$ cat src/rtl/hdmi_pkg.sv
// Video timing defaults, upscaler geometry and pixel/flag types shared by the
// transmit (BRAM scan-out) and receive paths.
package hdmi_pkg;

    localparam int H_ACTIVE_DEF = 1280;
    localparam int H_FP_DEF     = 110;
    localparam int H_SYNC_DEF   = 40;
    localparam int H_BP_DEF     = 220;
    localparam int V_ACTIVE_DEF = 720;
    localparam int V_FP_DEF     = 5;
    localparam int V_SYNC_DEF   = 5;
    localparam int V_BP_DEF     = 20;
    localparam int SCALE_DEF    = 4;
    localparam int SRC_W_DEF    = 320;
    localparam int RD_LAT_DEF   = 2;
    localparam int SYNC_POL_DEF = 1;

    localparam int PIX_W = 24;
    typedef logic [PIX_W-1:0] pixel_t;

    typedef enum logic {
        ST_IDLE = 1'b0,
        ST_RUN  = 1'b1
    } run_state_t;

    // Per-pixel control flags, always active-high; polarity is applied at the pins.
    typedef struct packed {
        logic vde;
        logic hsync;
        logic vsync;
        logic sof;
    } vid_flags_t;

    localparam vid_flags_t FLAGS_BLANK = '0;

endpackage

$ cat src/rtl/vid_timing.sv
// Free-running h/v raster counters with raw (active-high, undelayed) region flags.
// While run is low both counters are parked at (0,0).
module vid_timing
    import hdmi_pkg::*;
#(
    parameter int H_ACTIVE = H_ACTIVE_DEF,
    parameter int H_FP     = H_FP_DEF,
    parameter int H_SYNC   = H_SYNC_DEF,
    parameter int H_BP     = H_BP_DEF,
    parameter int V_ACTIVE = V_ACTIVE_DEF,
    parameter int V_FP     = V_FP_DEF,
    parameter int V_SYNC   = V_SYNC_DEF,
    parameter int V_BP     = V_BP_DEF
) (
    input  logic pclk,
    input  logic rstb,
    input  logic run,
    output logic active,
    output logic line_last,
    output logic frame_last,
    output logic hsync_raw,
    output logic vsync_raw,
    output logic frame_start
);
    localparam int H_TOTAL = H_ACTIVE + H_FP + H_SYNC + H_BP;
    localparam int V_TOTAL = V_ACTIVE + V_FP + V_SYNC + V_BP;
    localparam int HW = $clog2(H_TOTAL);
    localparam int VW = $clog2(V_TOTAL);

    localparam logic [HW-1:0] H_ACT      = HW'(H_ACTIVE);
    localparam logic [HW-1:0] H_ACT_LAST = HW'(H_ACTIVE - 1);
    localparam logic [HW-1:0] H_SS       = HW'(H_ACTIVE + H_FP);
    localparam logic [HW-1:0] H_SE       = HW'(H_ACTIVE + H_FP + H_SYNC);
    localparam logic [HW-1:0] H_LAST     = HW'(H_TOTAL - 1);
    localparam logic [VW-1:0] V_ACT      = VW'(V_ACTIVE);
    localparam logic [VW-1:0] V_SS       = VW'(V_ACTIVE + V_FP);
    localparam logic [VW-1:0] V_SE       = VW'(V_ACTIVE + V_FP + V_SYNC);
    localparam logic [VW-1:0] V_LAST     = VW'(V_TOTAL - 1);

    logic [HW-1:0] h_q, h_d;
    logic [VW-1:0] v_q, v_d;
    logic          h_wrap, v_wrap;

    always_comb begin
        // NOTE: every variable gets a default first so no path can infer a latch.
        h_wrap = (h_q == H_LAST);
        v_wrap = (v_q == V_LAST);
        h_d    = '0;
        v_d    = '0;
        if (run) begin
            h_d = h_wrap ? '0 : h_q + 1'b1;
            v_d = v_q;
            if (h_wrap) begin
                v_d = v_wrap ? '0 : v_q + 1'b1;
            end
        end
    end

    always_ff @(posedge pclk or negedge rstb) begin
        if (!rstb) begin
            h_q <= '0;
            v_q <= '0;
        end else begin
            // NOTE: state is updated with non-blocking assignments only, so every
            // flop samples pre-edge values regardless of statement order.
            h_q <= h_d;
            v_q <= v_d;
        end
    end

    assign active      = (h_q < H_ACT) && (v_q < V_ACT);
    assign line_last   = (h_q == H_ACT_LAST);
    assign frame_last  = h_wrap && v_wrap;
    assign hsync_raw   = (h_q >= H_SS) && (h_q < H_SE);
    assign vsync_raw   = (v_q >= V_SS) && (v_q < V_SE);
    assign frame_start = (h_q == '0) && (v_q == '0);

endmodule

$ cat src/rtl/bram2rgb.sv
// Scans a SCALE-times pixel/line-replicated SRC_W-wide image out of BRAM as timed RGB video.
// Addresses come from a line base plus offset (no multiplier); flags ride a BRAM-matched delay line.
module bram2rgb
    import hdmi_pkg::*;
#(
    parameter int H_ACTIVE = H_ACTIVE_DEF,
    parameter int H_FP     = H_FP_DEF,
    parameter int H_SYNC   = H_SYNC_DEF,
    parameter int H_BP     = H_BP_DEF,
    parameter int V_ACTIVE = V_ACTIVE_DEF,
    parameter int V_FP     = V_FP_DEF,
    parameter int V_SYNC   = V_SYNC_DEF,
    parameter int V_BP     = V_BP_DEF,
    parameter int SCALE    = SCALE_DEF,
    parameter int SRC_W    = SRC_W_DEF,
    parameter int RD_LAT   = RD_LAT_DEF,
    parameter int SYNC_POL = SYNC_POL_DEF
) (
    input  logic        pclk,
    input  logic        rstb,
    input  logic        en,
    output logic        bram_en,
    output logic [15:0] bram_addr,
    input  logic [23:0] bram_dout,
    output logic [23:0] rgb,
    output logic        vde,
    output logic        hsync,
    output logic        vsync,
    output logic        start_frame
);
    localparam int DL = RD_LAT + 1;
    localparam int SW = (SCALE > 1) ? $clog2(SCALE) : 1;
    localparam logic [SW-1:0] S_LAST  = SW'(SCALE - 1);
    localparam logic [15:0]   SRC_W_C = 16'(SRC_W);
    localparam logic          POL     = (SYNC_POL != 0);

    run_state_t    state_q, state_d;
    logic          live, rd;
    logic          act, line_last, frame_last, hs_raw, vs_raw, sof_raw;
    logic [SW-1:0] xs_q, xs_d, ys_q, ys_d;
    logic [15:0]   offset_q, offset_d, line_base_q, line_base_d;
    logic          bram_en_q, bram_en_d;
    logic [15:0]   bram_addr_q, bram_addr_d;
    vid_flags_t    dl_q [DL];
    vid_flags_t    dl_d [DL];
    vid_flags_t    out_q, out_d;
    pixel_t        rgb_q, rgb_d;

    // Counters only advance while running and en is still high, so the edge that
    // samples en=0 already parks them at (0,0).
    assign live = (state_q == ST_RUN) && en;
    assign rd   = live && act;

    vid_timing #(
        .H_ACTIVE(H_ACTIVE), .H_FP(H_FP), .H_SYNC(H_SYNC), .H_BP(H_BP),
        .V_ACTIVE(V_ACTIVE), .V_FP(V_FP), .V_SYNC(V_SYNC), .V_BP(V_BP)
    ) u_timing (
        .pclk        (pclk),
        .rstb        (rstb),
        .run         (live),
        .active      (act),
        .line_last   (line_last),
        .frame_last  (frame_last),
        .hsync_raw   (hs_raw),
        .vsync_raw   (vs_raw),
        .frame_start (sof_raw)
    );

    always_comb begin
        state_d = state_q;
        case (state_q)
            ST_IDLE: if (en)  state_d = ST_RUN;
            ST_RUN:  if (!en) state_d = ST_IDLE;
            default:          state_d = ST_IDLE;
        endcase
    end

    always_comb begin
        xs_d        = xs_q;
        ys_d        = ys_q;
        offset_d    = offset_q;
        line_base_d = line_base_q;
        if (!live || frame_last) begin
            xs_d        = '0;
            ys_d        = '0;
            offset_d    = '0;
            line_base_d = '0;
        end else if (rd) begin
            if (line_last) begin
                xs_d     = '0;
                offset_d = '0;
                if (ys_q == S_LAST) begin
                    ys_d        = '0;
                    line_base_d = line_base_q + SRC_W_C;
                end else begin
                    ys_d = ys_q + 1'b1;
                end
            end else if (xs_q == S_LAST) begin
                xs_d     = '0;
                offset_d = offset_q + 1'b1;
            end else begin
                xs_d = xs_q + 1'b1;
            end
        end
        bram_en_d   = rd;
        bram_addr_d = rd ? (line_base_q + offset_q) : bram_addr_q;
    end

    // Stage 0 takes a blank entry whenever not live, which flushes the line on en drop.
    always_comb begin
        dl_d[0] = FLAGS_BLANK;
        if (live) begin
            dl_d[0].vde   = act;
            dl_d[0].hsync = hs_raw;
            dl_d[0].vsync = vs_raw;
            dl_d[0].sof   = sof_raw;
        end
        for (int i = 1; i < DL; i++) begin
            dl_d[i] = dl_q[i-1];
        end
        out_d = dl_q[DL-1];
        rgb_d = dl_q[DL-1].vde ? bram_dout : '0;
    end

    always_ff @(posedge pclk or negedge rstb) begin
        if (!rstb) begin
            state_q     <= ST_IDLE;
            xs_q        <= '0;
            ys_q        <= '0;
            offset_q    <= '0;
            line_base_q <= '0;
            bram_en_q   <= 1'b0;
            bram_addr_q <= '0;
            // NOTE: the delay line is a shallow flop array, not a RAM, so it is
            // reset like any register to guarantee blank outputs after reset.
            for (int i = 0; i < DL; i++) begin
                dl_q[i] <= FLAGS_BLANK;
            end
            out_q       <= FLAGS_BLANK;
            rgb_q       <= '0;
        end else begin
            state_q     <= state_d;
            xs_q        <= xs_d;
            ys_q        <= ys_d;
            offset_q    <= offset_d;
            line_base_q <= line_base_d;
            bram_en_q   <= bram_en_d;
            bram_addr_q <= bram_addr_d;
            for (int i = 0; i < DL; i++) begin
                dl_q[i] <= dl_d[i];
            end
            out_q       <= out_d;
            rgb_q       <= rgb_d;
        end
    end

    assign bram_en     = bram_en_q;
    assign bram_addr   = bram_addr_q;
    assign rgb         = rgb_q;
    assign vde         = out_q.vde;
    assign start_frame = out_q.sof;
    assign hsync       = out_q.hsync ? POL : ~POL;
    assign vsync       = out_q.vsync ? POL : ~POL;

endmodule

$ cat config.mk
export PLATFORM = sky130hd
export DESIGN_NAME = bram2rgb
export DESIGN_NICKNAME = d
export VERILOG_FILES = /design/src/rtl/hdmi_pkg.sv /design/src/rtl/vid_timing.sv /design/src/rtl/bram2rgb.sv
export SDC_FILE = /design/constraint.sdc
export NUM_CORES = 1
export LEC_CHECK = 0
export CAP_MARGIN = 20
export CORE_MARGIN = 2
export CORE_UTILIZATION = 49
export DETAILED_ROUTE_END_ITERATION = 16
export PLACE_DENSITY = 0.86
export SYNTH_ARGS = -nofsm -noshare
export SYNTH_HDL_FRONTEND = slang
export SYNTH_SLANG_ARGS = --single-unit
$ cat constraint.sdc
create_clock -name pclk -period 1.8 [get_ports pclk]
set_input_delay 0.27 -clock pclk [delete_from_list [all_inputs] [get_ports pclk]]
set_output_delay 0.27 -clock pclk [all_outputs]
set_load 0.005 [all_outputs]
==> impl_metrics.toml <==
[outcome]
status = "finished with violations"
violations = "negative setup slack"

[synthesis]
ys.flop_type = "dfrtp_1"
avgSynthCellArea_um2 = 10.5
synthesis.nets = 531
ys_warn_count = 0
async_flop_share_pct = 100
synth_top_area_cell = "dfrtp_1"
synth_top_area_share_pct = 53.0
netlist_area_um2 = 5100
synthTopCellsByArea = "dfrtp_1 53%, ha_1 4.9%, and2_1 3.4%, nand2_1 2.7%, o211ai_1 2.7%"
yosysUniqueCellTypes = 56
synth_seq_cells = 108
synth_edf_count = 0
seq_area_frac_synth_pct = 53.0
syn_inst = 484

[place]
dp_hpwl_um = 9090
gp_congestion = 0.892
io_buffer_count = 71
pre_cts_ws_ps = -276

[cts]
path_clk_slew_ps = 100
root_buffer = "clkbuf_8"
clk_path_buf_depth = 2
h-tree-depth = 3
clk_latency_ps = 380
cts_buffers = 9
cts_tree = "built"
clkSinkCount = 108

[cells_and_area]
final_cell_mix = "107 x dfrtp_1, 86 x buf_4, 70 x clkdlybuf4s50_1, 34 x nand2_1, 31 x nor2_1"
syn2layout_area_growth_pct = 40.6
insertedDiodeCount = 0
post-route-util_pct = 70.1
layout_commonest_cell = "dfrtp_1"
fillers = 698
nNetsFinal = 692
drive_gt1_share_pct = 26.6

[setup_path]
startpoint = "u_timing.h_q[3]$_DFF_PN0_"
timing.rr.start = "u_timing.h_q[3]$_DFF_PN0_"
r2r_slack_ps = -80
arrival_ps = 2140
r2r_end = "u_timing.v_q[7]$_DFFE_PN0P_"
path_class = "reg2reg"
startpoint_type = "register"
cp.required_ps = 2060
worstSetupEndpoint = "u_timing.v_q[7]$_DFFE_PN0P_"
worst-path-max-fanout = 20
ff2ff_path_depth = 7
endpoint_kind = "register"

[die]
core_area_um2 = 10200
initial_core_util_pct = 49.8
die_area_um2 = 11200
die_x_um = 106
die_h_um = 106
rows = 37
io_pins = 72

[grt]
grt_max_degree = 41
grt_pass1_wl_um = 21800
grt_overflow = 0
grt_pass1_vias = 4571
antenna_found_initial = 0
grt_usage_pct = 24.5

[sta]
slew_headroom_pct = 63.5
timing.fmax_mhz = 533
finalWorstSetupSlack_ps = -75.9
finClkSkew_ps = 12.2
tightest_slew_ps = 544
hold_viol = 0
report.final.slew_viol_count = 0
fin_crit_sh_pct = 104
rsz0062_at_grt = "true"
tns_ps = -811
period_minus_slack_ps = 1880
setup_viol = 34

[detailed_routing]
drt_iter0_drc = 318
via_per_inst = 5.74
wirelength_um = 13500
firstDrtPassIters = 5
vias = 4512
ant_nets = 0
wl_per_cell_um = 17.2
drc_errors = 0

[flow_run]
maxCapViolations = 0

[min_path]
hp-class = "reg2reg"

[pwr]
powerDensity_nw_per_um2 = 610
ir_drop_mv = 0.369
leakage_nw = 3.21
[flip-flops by register name, summed over array words and instances (netlist names), 2 cells and up]
name	flops
rgb	24
bram_addr	16
offset_q	16
u_timing.h_q	11
line_base_q	10
u_timing.v_q	10
dl_d	7
dl_q	4
out_q	2
xs_q	2
ys_q	2
[routing by layer]
metal	global-route usage [%]	vias up	wire (um)
li1	-	2064	-
met1	29.8	2201	5360
met2	43.3	198	6990
met3	4.29	49	728
met4	9.49	0	439
met5	0	-	0
[power breakdown]
group | switching, mW | internal [mW] | leakage [nW]
Sequential | 0.0180 | 2.46 | 1.48
Clock | 0.875 | 0.668 | 0.107
Combinational | 0.165 | 0.185 | 1.62
Total | 1.06 | 3.31 | 3.21
[cell usage after synthesis (2+ instances only)]
cell / number
a211o_1: 2
a211oi_1: 2
a21o_1: 2
a21oi_1: 21
a22oi_1: 2
a31oi_1: 7
a41oi_1: 3
and2_1: 28
and3_1: 9
and4_1: 2
buf_2: 10
clkbuf_1: 12
dfrtp_1: 108
ha_1: 20
inv_1: 10
mux2_2: 6
mux2i_1: 3
nand2_1: 37
nand2b_1: 2
nand3_1: 25
nand4_1: 7
nand4_2: 2
nand4b_1: 3
nor2_1: 34
nor3_1: 5
nor3_2: 2
nor4_1: 5
o211ai_1: 18
o21ai_0: 27
o31ai_1: 14
or3_1: 7
or4_1: 6
xnor2_1: 10
xor2_1: 11
[layout make-up]
cell class              count  area [um2]  share of cell area (%)
well taps                 136         170                    2.37
clock inverters             7        81.3                    1.13
clock buffers               9         124                    1.73
multi-input cells         342        2480                    34.6
flip-flops and latches    108        2700                    37.7
inverters                  10        37.5                   0.524
repair buffers            174        1570                    22.0
[worst max-delay path, stage by stage, from the launching register on]
cell	delay [ps]
dfrtp_1	400
or3_4	400
buf_6	130
nor3_4	280
a21oi_2	120
buf_12	170
a21oi_1	160
mux2i_1	100
[cells by family (layout without fill, tap and decap cells)]
logic type	Yosys count	in the layout	synth area share, %
AO/OA/AOI/OAI	106	106	13.5
XOR/XNOR	21	21	3.61
adder cells (fa/ha/maj)	20	20	4.91
buffers and inverters	34	200	2.92
flip-flops	108	108	53.0
multiplexers	9	9	1.91
AND/OR/NAND/NOR	186	186	20.2
[how the worst min path moves through the flow]
stage	from	end	slack [ps]	cells past startpoint
after floorplan	rstb	bram_addr[0]$_DFFE_PN0P_	-30	0
after global placement	rstb	rgb[14]$_DFF_PN0_	280	1
after detailed placement	rstb	rgb[22]$_DFF_PN0_	280	1
after CTS	dl_q[0]$_DFF_PN0_	start_frame$_DFF_PN0_	360	0
after global routing	dl_d[3]$_DFF_PN0_	dl_q[3]$_DFF_PN0_	360	0
final	dl_q[0]$_DFF_PN0_	start_frame$_DFF_PN0_	360	0
[per-stage QoR]
| step | cells | instance area, um2 | hold WS (ps) | power [mW] |
|---|---|---|---|---|
| floorplan | 484 | 5140 | -25.6 | 2.61 |
| detailed placement | 745 | 6530 | 284 | 2.84 |
| finish | 786 | 7170 | 356 | 4.37 |
| CTS | 779 | 7010 | 359 | 4.40 |
| global route | 786 | 7170 | 363 | 4.57 |
| global placement | 745 | 6530 | 278 | 2.83 |
[repair_timing]
| item | CTS | global route |
|---|---|---|
| gates cloned | 0 | 0 |
| hold buffers | 1 | 0 |
| buffers inserted | 17 | 9 |
| pin swaps | 26 | 21 |
| endpoints found under the setup margin | 56 | 47 |
| endpoints found under the hold margin | 36 | 0 |
| resized for setup | 41 | 32 |
(Power assumes the default switching activity.)
